==> src/rtl/social_comfort_fsm.sv <==
// social_comfort_fsm: stress-driven mood machine for the behaviour-model group.
// A saturating stress accumulator feeds a four-state mood FSM (CALM, ALERT,
// ANXIOUS, RETREAT) with a timed RETREAT cooldown and a one-cycle overload pulse.
//
// Ports:
//   clk            - single clock, rising edge
//   reset          - asynchronous, active-high; clears all state immediately
//   unknown_people - unknown people present this cycle (raises stress)
//   comfort_zone   - in comfort zone this cycle (lowers stress)
//   known_people   - known people present this cycle (lowers stress by 1)
//   out            - mood / state register: 00 CALM, 01 ALERT, 10 ANXIOUS, 11 RETREAT
//   stress         - registered stress level, saturating 0..2^STRESS_W-1
//   retreat_left   - remaining RETREAT cooldown cycles (0 outside RETREAT)
//   overload       - one-cycle pulse on the edge where stress first reaches max
module social_comfort_fsm #(
    parameter int unsigned STRESS_W    = 4,
    parameter int unsigned UNK_STEP    = 3,
    parameter int unsigned CZ_STEP     = 2,
    parameter int unsigned ALERT_TH    = 4,
    parameter int unsigned PANIC_TH    = 10,
    parameter int unsigned RETREAT_CYC = 5
) (
    input  logic                               clk,
    input  logic                               reset,
    input  logic                               unknown_people,
    input  logic                               comfort_zone,
    input  logic                               known_people,
    output logic [1:0]                         out,
    output logic [STRESS_W-1:0]                stress,
    output logic [$clog2(RETREAT_CYC+1)-1:0]   retreat_left,
    output logic                               overload
);

    localparam int unsigned RL_W  = $clog2(RETREAT_CYC + 1);
    localparam int unsigned SUM_W = STRESS_W + 2;

    localparam logic [1:0] CALM    = 2'b00;
    localparam logic [1:0] ALERT   = 2'b01;
    localparam logic [1:0] ANXIOUS = 2'b10;
    localparam logic [1:0] RETREAT = 2'b11;

    localparam logic [STRESS_W-1:0] STRESS_MAX = '1;

    // Reject illegal threshold / cooldown configurations at elaboration.
    if (!(ALERT_TH > 0 && ALERT_TH < PANIC_TH &&
          PANIC_TH <= (2 ** STRESS_W) - 1 && RETREAT_CYC >= 1)) begin : g_bad_cfg
        $error("social_comfort_fsm: illegal parameter configuration");
    end

    logic [1:0]          state_nxt;
    logic [STRESS_W-1:0] stress_nxt;
    logic [RL_W-1:0]     rl_nxt;
    logic                overload_nxt;
    logic [SUM_W-1:0]    inc;
    logic [SUM_W-1:0]    dec;
    logic [SUM_W-1:0]    sum;

    // Stress accumulator, overload detect and mood transitions.
    always_comb begin
        state_nxt    = out;
        rl_nxt       = '0;
        inc          = '0;
        dec          = '0;
        sum          = '0;
        stress_nxt   = stress;
        overload_nxt = 1'b0;

        if (unknown_people && out != RETREAT) begin
            inc = SUM_W'(UNK_STEP);
        end
        if (comfort_zone) begin
            dec = SUM_W'(CZ_STEP);
        end
        if (known_people) begin
            dec = dec + SUM_W'(1);
        end

        // Two spare bits: MSB flags underflow, the next bit flags overflow.
        sum = SUM_W'({2'b00, stress}) + inc - dec;
        if (sum[SUM_W-1]) begin
            stress_nxt = '0;
        end else if (sum[STRESS_W]) begin
            stress_nxt = STRESS_MAX;
        end else begin
            stress_nxt = sum[STRESS_W-1:0];
        end

        overload_nxt = (stress_nxt == STRESS_MAX) && (stress != STRESS_MAX);

        // Transitions use the pre-update stress, so mood lags stress by one edge.
        case (out)
            CALM: begin
                if (stress >= STRESS_W'(ALERT_TH)) begin
                    state_nxt = ALERT;
                end
            end
            ALERT: begin
                if (stress >= STRESS_W'(PANIC_TH)) begin
                    state_nxt = ANXIOUS;
                end else if (stress < STRESS_W'(ALERT_TH) && comfort_zone) begin
                    state_nxt = CALM;
                end
            end
            ANXIOUS: begin
                if (comfort_zone) begin
                    state_nxt = RETREAT;
                    rl_nxt    = RL_W'(RETREAT_CYC);
                end else if (stress < STRESS_W'(PANIC_TH)) begin
                    state_nxt = ALERT;
                end
            end
            default: begin
                // RETREAT: serve the cooldown, then leave only once stress is low.
                if (retreat_left != '0) begin
                    rl_nxt = retreat_left - RL_W'(1);
                end else if (stress < STRESS_W'(ALERT_TH)) begin
                    state_nxt = CALM;
                end
            end
        endcase
    end

    // State and output registers.
    always_ff @(posedge clk or posedge reset) begin
        if (reset) begin
            out          <= CALM;
            stress       <= '0;
            retreat_left <= '0;
            overload     <= 1'b0;
        end else begin
            out          <= state_nxt;
            stress       <= stress_nxt;
            retreat_left <= rl_nxt;
            overload     <= overload_nxt;
        end
    end

endmodule

==> config.mk <==
export PLATFORM = sky130hd
export DESIGN_NAME = social_comfort_fsm
export DESIGN_NICKNAME = d
export VERILOG_FILES = /design/src/rtl/social_comfort_fsm.sv
export SDC_FILE = /design/constraint.sdc
export NUM_CORES = 1
export LEC_CHECK = 0
export BUFFER_PORTS_ARGS = -buffer_cell sky130_fd_sc_hd__clkbuf_2
export CAP_MARGIN = 20
export CORE_ASPECT_RATIO = 0.9
export CORE_MARGIN = 4
export CORE_UTILIZATION = 40
export DETAILED_ROUTE_END_ITERATION = 12
export PLACE_DENSITY_LB_ADDON = 0.12
export SKIP_LAST_GASP = 1
export SYNTH_ARGS = -nofsm -noshare
export SYNTH_HDL_FRONTEND = slang
export SYNTH_SLANG_ARGS = --single-unit
export TNS_END_PERCENT = 20
==> constraint.sdc <==
create_clock -name clk -period 7.2 [get_ports clk]
set_clock_uncertainty 0.1 [all_clocks]
set_input_delay 1.08 -clock clk [delete_from_list [all_inputs] [get_ports clk]]
set_output_delay 1.08 -clock clk [all_outputs]
set_load 0.02 [all_outputs]
==> results.cfg <==
[worst_setup_path]
cp-end-kind = flop
crit_chain = clkbuf_2 -> inv_1 -> fa_1 -> fa_1 -> a21oi_2 -> o21bai_2 -> xnor2_1 -> o22ai_1
cp.required_ns = 7.25
cp_slowest_cell = fa_1
critPathMaxFanout = 4
crit_arrival_ns = 2.94
crit_family = adder cells
critPathLaunchType = input port
crit_buf_inv = 2
crit_top_cell = fa_1
cp_slowest_stage_delay_ns = 0.53
critPathKind = in2reg

[power]
powerDensity_nw_per_um2 = 516
leakage_nw = 0.447
peakVddDrop_uv = 260

[floorplanning]
die_h_um = 48.7
coreArea_sq_um = 1700
dieArea_sq_um = 2590
chipWidth_um = 53.2
rows = 14
start_util = 0.432
ios = 15

[logic_synthesis]
synthTopCellsByArea = dfrtp_1, ha_1, fa_1
yosysSeqAreaShare = 0.341
yosys_register_bits = 10
synthCells = 79
synth_compound_area_frac = 0.170
ys_top_cells_by_count = dfrtp_1, ha_1, nand2_1, inv_1, a21oi_1
yosys.area_share.simple = 0.145
synth_ff_type = dfrtp_1
synthMuxAreaShare = 0.0136
yosysTopAreaCellShare = 0.341
synthArstFlopShare = 1.00
synth_cell_type_count = 24
syn_avg_cell_area_sq_um = 9.30
synthAdderAreaFrac = 0.225
yosys_warnings = 0
yosysTopAreaCell = dfrtp_1
synth_top_family_by_area = adder cells
synth_xor_xnor_area_share = 0.0477
synth.net_count = 96
synthesis.area_sq_um = 734
synth-edff-count = 0

[routing]
routedWlPerCell_um = 12.8
drc = 0
detail-route-antenna-nets = 0
vias = 573
drt_iter0_markers = 7
routed_via_density = 4.82
wirelength_mm = 1.52
first_pass_iters = 3

[cts]
clock_path_buffers = 2
post_cts_buffers = 0
cts_hold_buf = 0
numClockSinks = 10
clk_pin_slew_ns = 0.07
clkLatencyLatePin_ns = 0.27
cts_buffers = 3
htreeDepth = 1
cts_root_buf = clkbuf_4
cts-resized-gates = 0
cts_tree = done

[cells_and_area]
seqCellArea_sq_um = 250
final_layout_size_suffix_gt1_frac = 0.221
fill_cells = 179
syn2layout_area_growth_pct = 17.4
multiInputGateArea_sq_um = 442
n_antenna_cell = 0
instances_no_fill = 119
layout.nets = 113

[timing]
fin_crit_ns = 2.89
min_period_over_period = 0.401
slew_violations = 0
slew_headroom = 0.735
rsz0062_at_grt = false
fin_tns_setup_ns = 0
setup_viol = 0
fmax_mhz = 346
final_hold_viol_count = 0
hold_ws_ns = 0.468
tightest_slew_ns = 0.398

[placed_design]
dpl.cell_count = 115
hpwl_mm = 1.27
gp_congestion = 0.784
port_buffers = 14

[grt]
grt_pass1_vias = 605
grt_max_degree = 12
grt.total_usage = 0.142
grt_pass1_wl_mm = 2.71
overflow = 0
antenna_found_initial = 0

[outcome]
status = finished clean

[worst_hold_path]
hold_class = reg2reg

[flow_run]
drv_cap = 0
==> placed cells by master (no fill, tap or decap) <==
cell	n
xor2_1	1
clkbuf_8	1
dfrtp_1	10
a21o_1	1
a311oi_1	1
inv_1	9
nor3b_1	1
fa_1	2
o22ai_1	1
xnor2_1	3
nand2_1	10
a21oi_2	1
a21oi_1	7
o21bai_2	1
and3_1	1
nor2_1	6
o32ai_1	1
o41ai_2	1
mux2i_1	1
clkbuf_4	3
nand3_1	4
o21a_1	3
nor2b_1	2
clkbuf_2	14
ha_1	10
==> worst reg2reg max path, delay by kind of cell (launching register included) <==
family	cells	cell delay, ns
simple gates	2	0.30
xor+xnor	1	0.23
compound gates	3	0.40
buf+inv	1	0.06
fa+ha+maj	2	0.98
flops	1	0.52
==> worst paths after layout <==
kind                                           start                   endpoint  slack (ns)  depth (start not counted)
max                                     comfort_zone         overload$_DFF_PP0_        4.31                          8
min in group asynchronous                      reset  retreat_left[0]$_DFF_PP0_        0.66                          2
min reg2reg                retreat_left[1]$_DFF_PP0_  retreat_left[1]$_DFF_PP0_        0.47                          2
min                        retreat_left[1]$_DFF_PP0_  retreat_left[1]$_DFF_PP0_        0.47                          2
max in group asynchronous                      reset  retreat_left[2]$_DFF_PP0_        6.06                          2
max reg2reg                       out[0]$_DFFE_PP0P_         overload$_DFF_PP0_        4.48                          9
==> through the flow <==
stage / total power [mW] / util / cell area, sq um / setup slack (ns)
after floorplan: 0.327 / - / 734 / 4.27
after global placement: 0.393 / 0.486 / 826 / 4.08
after detailed placement: 0.396 / 0.486 / 826 / 4.03
after CTS: 0.451 / 0.507 / 862 / 4.32
after global routing: 0.491 / 0.507 / 862 / 4.19
final: 0.445 / 0.507 / 862 / 4.31
==> final cells by class <==
class / count / share of cell area
inverters: 9 / 0.0392
well taps: 24 / 0.0348
clock buffers: 4 / 0.0421
flip-flops and latches: 10 / 0.290
multi-input cells: 58 / 0.512
repair buffers: 14 / 0.0813
==> flip-flops by register name, indices dropped and copies added, names as in the netlist <==
signal        count
out               2
overload          1
retreat_left      3
stress            4
==> power breakdown <==
| part | total [mW] | switching [mW] | internal (mW) |
|---|---|---|---|
| logic | 0.283 | 0.163 | 0.120 |
| clock network | 0.0524 | 0.0217 | 0.0307 |
| registers | 0.110 | 0.0291 | 0.0808 |
==> metal layers <==
metal,share of wire,GRT usage,wire (um)
met1,0.47,0.183,721
met2,0.49,0.223,747
met3,0.025,0.0276,38
met4,0.0079,0.0638,12
met5,0,0,0
==> kinds of logic after synthesis <==
logic type | Yosys count
AND/OR/NAND/NOR | 24
AO/OA/AOI/OAI | 17
adder cells (fa/ha/maj) | 12
buffers and inverters | 11
flip-flops | 10
XOR/XNOR | 4
multiplexers | 1
No activity file was read; power rests on OpenSTA's default activity.
